==> src/rtl/pool_pkg.sv <==
// Shared types and width helpers for the 2x2 stride-2 streaming pool.
package pool_pkg;

  typedef enum logic {
    POOL_AVG = 1'b0,
    POOL_MAX = 1'b1
  } pool_mode_e;

  typedef enum logic [1:0] {
    StIdle,
    StRun,
    StDrain,
    StDone
  } pool_state_e;

  // Width of a partial/full window sum: four DATA_W samples never overflow DATA_W+2 bits.
  function automatic int unsigned psum_w(input int unsigned data_w);
    return data_w + 2;
  endfunction

  // Index width for a counter over n entries, at least one bit.
  function automatic int unsigned idx_w(input int unsigned n);
    return (n > 1) ? $clog2(n) : 1;
  endfunction

endpackage

==> src/rtl/pool2x2_stream_if.sv <==
// Valid/ready stream carrying CH packed signed lanes of DATA_W bits.
interface pool2x2_stream_if #(
  parameter int unsigned DATA_W = 8,
  parameter int unsigned CH     = 1
);
  logic                   valid;
  logic                   ready;
  logic [CH*DATA_W-1:0]   data;

  modport master (output valid, output data, input ready);
  modport slave  (input valid, input data, output ready);
endinterface

==> src/rtl/pool2x2_lane.sv <==
// One channel of the 2x2 pool: horizontal hold register, one-row line buffer of pair
// partials, and the final combine producing the pooled sample for the current window.
module pool2x2_lane
  import pool_pkg::*;
#(
  parameter int unsigned DATA_W = 8,
  parameter int unsigned FM_W   = 6,
  localparam int unsigned ColW  = idx_w(FM_W)
) (
  input  logic                     clk,
  input  logic                     rst_n,
  input  logic                     accept_i,
  input  logic                     row_odd_i,
  input  logic [ColW-1:0]          col_i,
  input  pool_mode_e               mode_i,
  input  logic signed [DATA_W-1:0] px_i,
  output logic signed [DATA_W-1:0] result_o
);

  localparam int unsigned PW     = psum_w(DATA_W);
  localparam int unsigned LbD    = FM_W / 2;
  localparam int unsigned LbIdxW = idx_w(LbD);

  typedef logic signed [PW-1:0] psum_t;

  function automatic psum_t combine(input psum_t a, input psum_t b, input pool_mode_e m);
    if (m == POOL_MAX) return (a > b) ? a : b;
    return a + b;
  endfunction

  psum_t             px_ext;
  psum_t             pair;
  psum_t             full;
  psum_t             full_shr;
  psum_t             hold_q, hold_d;
  psum_t             lb_q [LbD];
  psum_t             lb_d [LbD];
  logic [LbIdxW-1:0] lb_idx;

  assign px_ext   = {{(PW - DATA_W){px_i[DATA_W-1]}}, px_i};
  assign lb_idx   = LbIdxW'(col_i >> 1);
  assign pair     = combine(hold_q, px_ext, mode_i);
  assign full     = combine(lb_q[lb_idx], pair, mode_i);
  // Arithmetic shift floors toward -inf; the quotient always fits back into DATA_W.
  assign full_shr = full >>> 2;
  assign result_o = (mode_i == POOL_MAX) ? full[DATA_W-1:0] : full_shr[DATA_W-1:0];

  // Next-state: even column loads hold, odd column on an even row stores the pair partial.
  always_comb begin
    hold_d = hold_q;
    lb_d   = lb_q;
    if (accept_i) begin
      if (!col_i[0]) begin
        hold_d = px_ext;
      end else if (!row_odd_i) begin
        lb_d[lb_idx] = pair;
      end
    end
  end

  // Hold register state.
  always_ff @(posedge clk or negedge rst_n) begin
    if (!rst_n) begin
      hold_q <= '0;
    end else begin
      hold_q <= hold_d;
    end
  end

  // Line buffer is always written on an even row before being read on the odd row: no reset.
  always_ff @(posedge clk) begin
    lb_q <= lb_d;
  end

endmodule

==> src/rtl/pool2x2_stream.sv <==
// Streaming 2x2 / stride-2 average-or-max pooling over a raster feature map, CH lanes wide.
module pool2x2_stream
  import pool_pkg::*;
#(
  parameter int unsigned DATA_W = 8,
  parameter int unsigned FM_W   = 6,
  parameter int unsigned FM_H   = 6,
  parameter int unsigned CH     = 1
) (
  input  logic                   clk,
  input  logic                   rst_n,
  input  logic                   start,
  input  logic                   mode,
  pool2x2_stream_if.slave        in_if,
  pool2x2_stream_if.master       out_if,
  output logic                   busy,
  output logic                   done
);

  localparam int unsigned ColW = idx_w(FM_W);
  localparam int unsigned RowW = idx_w(FM_H);

  if ((FM_W % 2) != 0 || (FM_H % 2) != 0 || FM_W < 2 || FM_H < 2) begin : g_bad_dims
    $error("pool2x2_stream: FM_W and FM_H must be even and >= 2");
  end

  pool_state_e          state_q, state_d;
  pool_mode_e           mode_q, mode_d;
  logic [ColW-1:0]      col_q, col_d;
  logic [RowW-1:0]      row_q, row_d;
  logic                 out_valid_q, out_valid_d;
  logic [CH*DATA_W-1:0] out_data_q, out_data_d;
  logic [CH*DATA_W-1:0] lane_res;
  logic                 in_ready;
  logic                 accept;
  logic                 last_col;
  logic                 last_row;
  logic                 emit;

  assign in_ready = (state_q == StRun) && (!out_valid_q || out_if.ready);
  assign accept   = in_if.valid && in_ready;
  assign last_col = (col_q == ColW'(FM_W - 1));
  assign last_row = (row_q == RowW'(FM_H - 1));
  assign emit     = accept && row_q[0] && col_q[0];

  assign in_if.ready  = in_ready;
  assign out_if.valid = out_valid_q;
  assign out_if.data  = out_data_q;
  assign busy         = (state_q == StRun) || (state_q == StDrain);
  assign done         = (state_q == StDone);

  for (genvar k = 0; k < CH; k++) begin : g_lane
    pool2x2_lane #(
      .DATA_W (DATA_W),
      .FM_W   (FM_W)
    ) u_lane (
      .clk       (clk),
      .rst_n     (rst_n),
      .accept_i  (accept),
      .row_odd_i (row_q[0]),
      .col_i     (col_q),
      .mode_i    (mode_q),
      .px_i      (in_if.data[k*DATA_W +: DATA_W]),
      .result_o  (lane_res[k*DATA_W +: DATA_W])
    );
  end

  // Frame FSM, raster counters and registered output beat.
  always_comb begin
    state_d     = state_q;
    mode_d      = mode_q;
    col_d       = col_q;
    row_d       = row_q;
    out_valid_d = out_valid_q;
    out_data_d  = out_data_q;
    unique case (state_q)
      StIdle: begin
        if (start) begin
          state_d = StRun;
          mode_d  = pool_mode_e'(mode);
          col_d   = '0;
          row_d   = '0;
        end
      end
      StRun: begin
        if (out_valid_q && out_if.ready) out_valid_d = 1'b0;
        if (accept) begin
          if (last_col) begin
            col_d = '0;
            row_d = last_row ? '0 : row_q + 1'b1;
          end else begin
            col_d = col_q + 1'b1;
          end
          if (emit) begin
            out_valid_d = 1'b1;
            out_data_d  = lane_res;
          end
          if (last_col && last_row) state_d = StDrain;
        end
      end
      StDrain: begin
        // Last window is pending in the output register; finish once it is taken.
        if (out_if.ready) begin
          out_valid_d = 1'b0;
          state_d     = StDone;
        end
      end
      StDone: begin
        state_d = StIdle;
      end
      default: begin
        state_d = StIdle;
      end
    endcase
  end

  // State registers with asynchronous abort.
  always_ff @(posedge clk or negedge rst_n) begin
    if (!rst_n) begin
      state_q     <= StIdle;
      mode_q      <= POOL_AVG;
      col_q       <= '0;
      row_q       <= '0;
      out_valid_q <= 1'b0;
      out_data_q  <= '0;
    end else begin
      state_q     <= state_d;
      mode_q      <= mode_d;
      col_q       <= col_d;
      row_q       <= row_d;
      out_valid_q <= out_valid_d;
      out_data_q  <= out_data_d;
    end
  end

endmodule

==> src/flat_wrapper.sv <==
// flat-port wrapper written by rule: the top's interface ports become plain ports
module pool2x2_stream_flat import pool_pkg::*;
#(
  parameter int unsigned DATA_W = 8,
  parameter int unsigned FM_W   = 6,
  parameter int unsigned FM_H   = 6,
  parameter int unsigned CH     = 1
)
  (clk, rst_n, start, mode, busy, done, in_if_valid, in_if_data, in_if_ready, out_if_valid, out_if_data, out_if_ready);
  pool2x2_stream_if #(.DATA_W(DATA_W), .CH(CH)) in_if_i ();
  pool2x2_stream_if #(.DATA_W(DATA_W), .CH(CH)) out_if_i ();
  input  logic clk;
  input  logic rst_n;
  input  logic start;
  input  logic mode;
  output logic busy;
  output logic done;
  input wire logic [$bits(in_if_i.valid)-1:0] in_if_valid;
  input wire logic [$bits(in_if_i.data)-1:0] in_if_data;
  output wire logic [$bits(in_if_i.ready)-1:0] in_if_ready;
  output wire logic [$bits(out_if_i.valid)-1:0] out_if_valid;
  output wire logic [$bits(out_if_i.data)-1:0] out_if_data;
  input wire logic [$bits(out_if_i.ready)-1:0] out_if_ready;
  assign in_if_i.valid = in_if_valid;
  assign in_if_i.data = in_if_data;
  assign in_if_ready = in_if_i.ready;
  assign out_if_valid = out_if_i.valid;
  assign out_if_data = out_if_i.data;
  assign out_if_i.ready = out_if_ready;
  pool2x2_stream #(.DATA_W(DATA_W), .FM_W(FM_W), .FM_H(FM_H), .CH(CH)) u_core (.clk(clk), .rst_n(rst_n), .start(start), .mode(mode), .in_if(in_if_i), .out_if(out_if_i), .busy(busy), .done(done));
endmodule
==> config.mk <==
export PLATFORM = sky130hd
export DESIGN_NAME = pool2x2_stream_flat
export DESIGN_NICKNAME = d
export VERILOG_FILES = /design/src/rtl/pool_pkg.sv /design/src/rtl/pool2x2_stream_if.sv /design/src/rtl/pool2x2_lane.sv /design/src/rtl/pool2x2_stream.sv /design/src/flat_wrapper.sv
export SDC_FILE = /design/constraint.sdc
export NUM_CORES = 1
export LEC_CHECK = 0
export CAP_MARGIN = 25
export CORE_MARGIN = 3
export CORE_UTILIZATION = 45
export CTS_CLUSTER_DIAMETER = 100
export CTS_CLUSTER_SIZE = 28
export DETAILED_ROUTE_END_ITERATION = 7
export PLACE_DENSITY = 0.62
export SETUP_SLACK_MARGIN = 0.15
export SLEW_MARGIN = 20
export SYNTH_ARGS = -nofsm -noshare
export SYNTH_HDL_FRONTEND = slang
export SYNTH_SLANG_ARGS = --single-unit
==> constraint.sdc <==
create_clock -name clk -period 5.6 [get_ports clk]
set_input_delay 1.12 -clock clk [delete_from_list [all_inputs] [get_ports clk]]
set_output_delay 1.12 -clock clk [all_outputs]
set_load 0.03 [all_outputs]
==> impl_results.md <==
- Dominant cells by area after synthesis: edfxtp_1 (21%), dfrtp_1 (17%), ha_1 (12%)
- R2r setup slk: 1380 ps
- Status: complete, no violations
- Pin count of the biggest net entering global routing: 32
- Clock latency on the worst-skew pair: 310 ps
- Netlist cell types: 66
- Fin crit share: 92.9%
- RSZ-0062 raised after global routing: false
- Final Power: 2.83 mW
- Initial antenna violation count: 0
- Min cycle time layout: 5200 ps
- Startpoint Class: input port
- Count leader, synth: ha_1
- Setup_tns: 0 ps
- Routed vias: 3051
- FP Rows: 33
- Top cell type's share of synthesized area: 20.8%
- Final Instance Count excl. Fillers: 532
- Worst Hold Class: reg -> reg
- Remaining Overflow, GRT: 0
- Register area share after synthesis: 37.4%
- RR Startpoint: u_core.g_lane[0].u_lane.hold_q[3]$_DFFE_PN0P_
- Cell area after synthesis: 3910 um2
- Worst reg-to-reg path cell count: 14
- Bufs on Longest Clock Path: 2
- WS Path Type: in -> reg
- Post-route ant nets: 0
- Max-cap violation count: 0
- Final WL: 8900 um
- Crit end category: flip-flop
- Final setup fails: 0
- Initial DRC Count: 227
- Worst slew margin: 40.4%
- Post-synth top area cell: edfxtp_1
- Crit path launch: in_if_data[7]
- Syn nets: 453
- Htree depth: 2
- Pre-antenna DRT Iters: 6
- Global-route wire length before repair: 14700 um
- Die height: 99.2 um
- Area after DPL: 4300 um2
- Max Freq: 0.192 GHz
- Hold depth: 2
- Core Box Area: 8340 um2
- Ys Warns: 0
- DR WL/cell: 16.7 um
- GR Util All Layers: 18.7%
- Drt drc: 0
- Mapped Cells: 398
- Crit path to: u_core.out_if.data[5]$_DFFE_PN0P_
- EDFF count, synth: 27
- Post-detail-place hpwl: 6840 um
- Post-route cell area: 4430 um2
- WP data required: 5780 ps
- P_leak: 1.88 nW
- Port bufs: 25
- VDD IR max: 0.256 mV
- Synth Flop Type: edfxtp_1
- Gpl congestion: 0.887
- Slew Limit Fails: 0
- Initial Utilization: 46.8%
- Placed insts: 524
- Ant diodes: 0
- Die X: 99.2 um
- Critical Path Fanout Max: 10
- FFs w/ async S/R, synth: 49.1%
- Worst reg2reg path endpoint: u_core.out_if.data[5]$_DFFE_PN0P_
- Power per Cell Area: 640 nW/um2
- CTS tree: built
- CTS Sinks: 53
- Avg Synthesized Cell Area: 9.81 um2
- Slew @ Worst Pin: 892 ps
- P&R area growth vs syn: 13.3%
- Worst Min Path Start: u_core.out_if.valid$_DFFE_PN0P_
- Seq cells post-synth: 53
- Die footprint: 9830 um2
- Vias in the first global route: 2899
- Arrival time at the worst endpoint: 5380 ps
- CTS buffer count: 5
- Layout cells sized above 1: 7.73%
- Clock slew at reported path FFs: 90 ps
- Vias per inst: 5.73
- Clock root buffer: clkbuf_8
- Clock Skews: 12.2 ps
- Post-layout net count: 481
- Synth top cells by count: ha_1 (39), o21ai_0 (35), nand2_1 (33)
- I/O Pins: 26
- Final Hold Vio Count: 0
==> critical path, cell delays in order <==
cell and delay [ps]:
clkdlybuf4s50_1 520, inv_1 90, ha_1 420, and4_4 240, o211a_4 180, o31ai_1 360, mux2i_1 130, a22o_1 260
a221oi_2 420, ha_1 360, and4b_1 310, o311ai_1 120, a21o_1 220, and3_1 210, o32ai_1 330, a211oi_1 100
==> routing by layer <==
metal  up-vias  global-route usage [%]  wire, um
met5         -                       0         0
met4         0                    5.15       127
met3        13                    1.96       248
met2        53                    30.0      4170
met1      1461                    27.0      4350
li1       1524                       -         -
==> power breakdown <==
part / internal [mW] / switching (mW)
clock network: 0.134 / 0.129
registers: 0.551 / 0.0846
logic: 0.808 / 1.12
total: 1.49 / 1.34
==> area by class of cell <==
cell class                      count  area, um2
Fill cell                         774       3920
Multi-Input combinational cell    307       2310
Sequential cell                    53       1460
Timing Repair Buffer               34        318
Tap cell                          105        131
Inverter                           25       93.8
Clock buffer                        6       72.6
Clock inverter                      2       38.8
==> how the worst min path moves through the flow <==
stage                     slack, ps                                            end
after floorplan                 500  u_core.g_lane[0].u_lane.hold_q[3]$_DFFE_PN0P_
after global placement          520                u_core.out_if.valid$_DFFE_PN0P_
after detailed placement        530                u_core.out_if.valid$_DFFE_PN0P_
after CTS                       550                u_core.out_if.valid$_DFFE_PN0P_
after global routing            610                u_core.out_if.valid$_DFFE_PN0P_
final                           550                u_core.out_if.valid$_DFFE_PN0P_
==> registers in the layout, indices dropped and copies added, names as in the netlist <==
| signal | flops |
|---|---|
| u_core.state_q | 2 |
| u_core.row_q | 3 |
| u_core.g_lane.u_lane.lb_q | 27 |
| u_core.g_lane.u_lane.hold_q | 8 |
| u_core.out_if.valid | 1 |
| u_core.mode_q | 1 |
| u_core.col_q | 3 |
| u_core.out_if.data | 8 |
==> through the flow <==
step	hold WS, ps	setup WS, ps	utilization [%]
after global routing	614	154	53.1
after global placement	519	24.4	51.6
after detailed placement	533	-32.5	51.6
after CTS	553	283	52.9
final	549	398	53.1
after floorplan	500	1130	-
==> placed cells by master (no fill, tap or decap), types with 3 or more instances in the layout <==
cell              n
o211ai_1          4
and3_1            3
a31oi_1           3
nand2b_1          7
inv_1            25
nor2b_1          13
nand3_1           6
a221oi_1          3
nor3_1            7
o31ai_1           3
nor2_1           23
or3_1             3
edfxtp_1         27
o21bai_1          3
clkbuf_8          5
ha_1             39
xor2_1            5
a21o_1            8
buf_4             9
clkdlybuf4s50_1  25
o21ai_0          35
a211oi_1          4
mux2_2            5
mux2i_1          20
o31a_1            3
o22ai_1           4
xnor2_1           7
a21oi_1          21
nand2_1          33
dfrtp_1          26
==> cell families (layout without fill, tap and decap cells) <==
kind of cell             Yosys count  in the layout  synth area share [%]
AO/OA/AOI/OAI                    115            115                  20.5
XOR/XNOR                          12             12                  2.69
adder cells (fa/ha/maj)           41             41                  13.5
buffers and inverters             38             67                  3.78
flip-flops                        53             53                  37.4
multiplexers                      27             27                  7.33
AND/OR/NAND/NOR                  112            112                  14.8
==> timing repair <==
| item | in CTS | in global routing |
|---|---|---|
| endpoints found under the hold margin | 0 | 0 |
| buffers inserted | 0 | 0 |
| resized for setup | 0 | 2 |
| endpoints found under the setup margin | 0 | 8 |
| hold buffers | 0 | 0 |
(Power assumes the default switching activity.)
